===== src/rtl/jt89_wr_seq.sv =====
// JT89 host write sequencer: SN76489 latch/data decode, register file,
// READY busy emulation and noise LFSR reload strobe.
module jt89_wr_seq #(
  parameter int BUSY_CYCLES = 32
) (
  input  logic       clk,
  input  logic       rst_n,
  input  logic       clk_en,
  input  logic [7:0] din,
  input  logic       wr_n,
  output logic       ready,
  output logic       ovf,
  output logic [9:0] tone0,
  output logic [9:0] tone1,
  output logic [9:0] tone2,
  output logic [3:0] vol0,
  output logic [3:0] vol1,
  output logic [3:0] vol2,
  output logic [3:0] vol3,
  output logic [2:0] ctrl3,
  output logic       noise_clr
);

  localparam int CW = (BUSY_CYCLES > 0) ? $clog2(BUSY_CYCLES + 1) : 1;
  localparam logic [CW-1:0] BUSY_LOAD = CW'(BUSY_CYCLES);

  logic          wr_d;
  logic          armed;
  logic [CW-1:0] cnt;
  logic [2:0]    lat;
  logic [2:0]    sel;
  logic          ev, acc;

  // armed holds off events on the first edge after reset release
  assign ev  = ~wr_n & wr_d & armed;
  assign acc = ev & ready;
  assign sel = din[7] ? din[6:4] : lat;

  always_ff @(posedge clk or negedge rst_n) begin
    if (!rst_n) begin
      wr_d      <= 1'b1;
      armed     <= 1'b0;
      ovf       <= 1'b0;
      noise_clr <= 1'b0;
    end else begin
      wr_d      <= wr_n;
      armed     <= 1'b1;
      ovf       <= ev & ~ready;
      noise_clr <= acc & (sel == 3'b110);
    end
  end

  // counter only loads from zero, so load and decrement never collide
  always_ff @(posedge clk or negedge rst_n) begin
    if (!rst_n) begin
      cnt   <= '0;
      ready <= 1'b1;
    end else if (acc && BUSY_CYCLES > 0) begin
      cnt   <= BUSY_LOAD;
      ready <= 1'b0;
    end else if (clk_en && cnt != '0) begin
      cnt <= cnt - 1'b1;
      if (cnt == CW'(1)) ready <= 1'b1;
    end
  end

  always_ff @(posedge clk or negedge rst_n) begin
    if (!rst_n) begin
      lat   <= 3'b000;
      tone0 <= '0;
      tone1 <= '0;
      tone2 <= '0;
      vol0  <= 4'hF;
      vol1  <= 4'hF;
      vol2  <= 4'hF;
      vol3  <= 4'hF;
      ctrl3 <= '0;
    end else if (acc) begin
      if (din[7]) lat <= din[6:4];
      case (sel)
        3'b000: tone0 <= din[7] ? {tone0[9:4], din[3:0]} : {din[5:0], tone0[3:0]};
        3'b010: tone1 <= din[7] ? {tone1[9:4], din[3:0]} : {din[5:0], tone1[3:0]};
        3'b100: tone2 <= din[7] ? {tone2[9:4], din[3:0]} : {din[5:0], tone2[3:0]};
        3'b001: vol0  <= din[3:0];
        3'b011: vol1  <= din[3:0];
        3'b101: vol2  <= din[3:0];
        3'b110: ctrl3 <= din[2:0];
        default: vol3 <= din[3:0];
      endcase
    end
  end

endmodule

===== config.mk =====
export PLATFORM = sky130hd
export DESIGN_NAME = jt89_wr_seq
export DESIGN_NICKNAME = d
export VERILOG_FILES = /design/src/rtl/jt89_wr_seq.sv
export SDC_FILE = /design/constraint.sdc
export NUM_CORES = 1
export LEC_CHECK = 0
export ABC_AREA = 1
export BUFFER_PORTS_ARGS = -buffer_cell sky130_fd_sc_hd__buf_2
export CORE_ASPECT_RATIO = 0.5
export CORE_MARGIN = 4
export CORE_UTILIZATION = 54
export DETAILED_ROUTE_END_ITERATION = 16
export HOLD_SLACK_MARGIN = 0.03
export PLACE_DENSITY = 0.83
export SLEW_MARGIN = 20
export SYNTH_ARGS = -nofsm -noshare
export SYNTH_HDL_FRONTEND = slang
export SYNTH_SLANG_ARGS = --single-unit
export TNS_END_PERCENT = 50

===== constraint.sdc =====
create_clock -name clk -period 3 [get_ports clk]
set_clock_uncertainty 0.05 [all_clocks]
set_input_delay 0.45 -clock clk [delete_from_list [all_inputs] [get_ports clk]]
set_output_delay 0.45 -clock clk [all_outputs]
set_load 0.02 [all_outputs]

==> summary.txt <==
Routing
  – Detailed Routing Iterations Pass 1: 4
  – WL per Instance: roughly 14 um
  – Via/cell ratio: 5.16
  – Vias: 2305
  – Final ANT Viol Nets: 0
  – DRC violations left: 0
  – Initial DRC count: 100
  – Routed Wire Length: between 6000 and 7000 um

Synthesis
  – Mapped Nets: 320
  – Post-synthesis cell type count: 23
  – Synthesized area: between 2000 and 3000 um2
  – Synth Area per Inst: roughly 8.9 um2
  – Synth async-reset ratio: 100%
  – Ys Warns: 0
  – Synthesized instance count: 305
  – Number of flops mapped to enable cells by yosys: 0
  – Ys flop type: dfrtp_1
  – Register bit count reported by yosys: 63
  – Sequential area share after synthesis: about 60%

Die
  – Die Y: between 50 and 60 um
  – Initial core utilization: between 50% and 60%
  – Site Rows: 17
  – Ports: 64
  – Core area: ~4600 um2
  – Die ar.: around 6300 um2
  – Die Width: 108 um

Clock network
  – CTS tree: yes
  – Inserted Clock Buffers: 9
  – CTS Buffer Depth: 2
  – H-tree depth: 3
  – Worst-Skew Late Latency: between 0.3 and 0.4 ns
  – Post_cts resized: 0
  – Clock transition at path regs: about 0.07 ns
  – CTS root buffer: clkbuf_8
  – Num Clock Sinks: 63

Global routing
  – Global-route met3 utilization: roughly 6.3%
  – Global Route Usage Sum: a little over a fifth
  – Number of global-route vias before repair: around 2300
  – Most used routing layer: met2
  – Largest net degree at the start of global routing: 29
  – Met2 usage: between 30% and 40%
  – Antenna violations before repair: 0
  – Global-route wire length before repair: 10600 um
  – Routing usage on met1: between 20% and 30%
  – Aggregate global routing overflow: 0

Status
  – Status: complete, no violations

Cells and area
  – Finished Layout Cells: approximately 450
  – Syn-to-layout area delta: 20.3%
  – Share of cells above drive strength 1: 29.7%
  – # fillers: slightly below 400
  – Design Area, Final: about 3300 um2
  – Post-layout util: 70.7%
  – # nets final: just under 400
  – Number of diodes: 0

Setup path
  – Critical Path RT: between 3 and 4 ns
  – RR Startpoint: ready$_DFFE_PN1P_
  – Critical path origin: ready$_DFFE_PN1P_
  – Critical Path, Cell by Cell: nand4_4 -> nor2_2 -> nand2_1 -> nand2_1 -> nand2_1
  – Critical Path End Type: flip-flop
  – Worst setup SP type: flip-flop
  – CP bufs+invs: 0
  – CP arrival: between 2 and 2.5 ns
  – Critical path's top delay family: simple AND/OR/NAND/NOR gates
  – R2R cell count: 5
  – Slowest-stage cell, CP: dfstp_2
  – RR Endpoint: tone2[2]$_DFFE_PN0P_
  – R2R setup slack: around 1.1 ns
  – CP Max Fanout: 19
  – Crit path kind: flip-flop to flip-flop
  – CP most frequent cell: nand2_1
  – Slowest stage delay, CP: 0.57 ns

Timing
  – RSZ-0062 raised after global routing: false
  – Final Hold Fails: 0
  – Count of pins over their slew limit: 0
  – F_max: around 0.52 GHz
  – Final setup fails: 0
  – Max-slew headroom: a little over three fifths
  – Period utilization: 63.8%
  – Minimum clock period after layout: roughly 1.9 ns
  – Total Neg Setup Slack: 0 ns
  – Worst Max-Slew Pin Slew: 0.552 ns

Power
  – LEAKAGE: approximately 1.8 nW
  – Power, Total: 0.00155 W
  – PD cells: 476 nW/um2
  – VDD IR max: between 0.2 and 0.25 mV

Job
  – Maxcap violations: 0

Placement
  – Dpl cells: 430
  – I/O Buffers: 63
  – Gp weighted congestion: about 0.9
  – DP Wirelength: about 4500 um
  – Placed instance area: around 3000 um2

Worst hold path
  – Hold path endpoint: wr_d$_DFF_PN1_
  – Hold Path Depth: 1
  – Hold Path Origin: wr_n
  – Worst min-delay path class: input port to flip-flop
==> cells in the final DEF (no fill, tap or decap) <==
cell type,count
a21oi_1,1
buf_2,63
buf_4,3
clkbuf_1,2
clkbuf_8,10
clkinv_2,3
clkinvlp_4,1
conb_1,1
dfrtp_1,45
dfstp_2,18
dlygate4sd3_1,1
ha_1,3
inv_1,18
inv_2,1
nand2_1,116
nand2_2,6
nand3_1,44
nand4_1,1
nand4_4,1
nor2_1,11
nor2_2,3
nor2_4,2
o21ai_0,8
o21ai_1,16
o21ai_2,2
xor2_1,1
==> cells by family after synthesis <==
| kind of cell | count (synthesis) | synth area share, % |
|---|---|---|
| AOI/OAI and AO/OA | 27 | 5.26 |
| xor gates and xnor gates | 1 | 0.323 |
| adders and majority gates | 3 | 1.38 |
| buffers and inverters | 26 | 4.38 |
| DFF | 63 | 58.9 |
| other | 1 | 0.138 |
| and+or+nand+nor | 184 | 29.6 |
==> synthesized netlist by cell type (all sizes together) (2+ instances only) <==
master  count  area (um2)
o21ai      26         138
inv        19        71.3
nand4       2        27.5
nor2       16        82.6
dfrtp      45        1130
nand2     122         473
dfstp      18         473
buf         6        43.8
ha          3        37.5
nand3      44         220
==> worst max path at each step <==
stage | to | slack [ns] | cells after the start
after floorplan | tone0[4]$_DFFE_PN0P_ | 1.51 | 6
after global routing | tone0[2]$_DFFE_PN0P_ | 0.89 | 5
after global placement | tone0[2]$_DFFE_PN0P_ | 1.11 | 7
after CTS | tone2[2]$_DFFE_PN0P_ | 1.10 | 5
after detailed placement | tone0[1]$_DFFE_PN0P_ | 1.06 | 7
final | tone2[2]$_DFFE_PN0P_ | 1.09 | 5
==> flip-flops by register name, indices dropped and copies added, names as in the netlist, 3 cells and up <==
signal  count
cnt         6
vol3        4
vol2        4
tone0      10
tone2      10
lat         3
vol1        4
vol0        4
tone1      10
ctrl3       3
==> cell type report <==
class | instances | area, um2 | area share [%]
sequential | 63 | 1600 | 49.0
multi-input combinational | 216 | 996 | 30.5
timing repair buffer | 67 | 348 | 10.7
clock buffer | 12 | 145 | 4.45
tap | 66 | 82.6 | 2.53
inverter | 19 | 71.3 | 2.18
clock inverter | 4 | 22.5 | 0.690
==> per-layer routing <==
layer | vias up | part of all wire [%]
met5 | - | 0
met4 | 0 | 1.3
met1 | 1118 | 43
met2 | 64 | 50
li1 | 1116 | -
met3 | 7 | 4.8
==> power by group <==
part / internal [W] / switching (W) / leakage (nW)
sequential: 0.000853 / 0.00000152 / 0.807
combinational: 0.0000151 / 0.0000532 / 0.933
clock: 0.000319 / 0.000311 / 0.0861
==> metrics by stage <==
step	setup WS (ns)	hold WS, ns
floorplan	1.51	0.104
global placement	1.11	0.280
detailed placement	1.06	0.287
CTS	1.10	0.168
global route	0.894	0.168
finish	1.09	0.179
==> what timing repair did <==
| action | 4_1_cts | 5_1_grt |
|---|---|---|
| buffers inserted | 0 | 0 |
| hold buffers | 1 | 0 |
| hold endpoints to repair | 10 | 0 |
No activity file was read; power rests on OpenSTA's default activity.
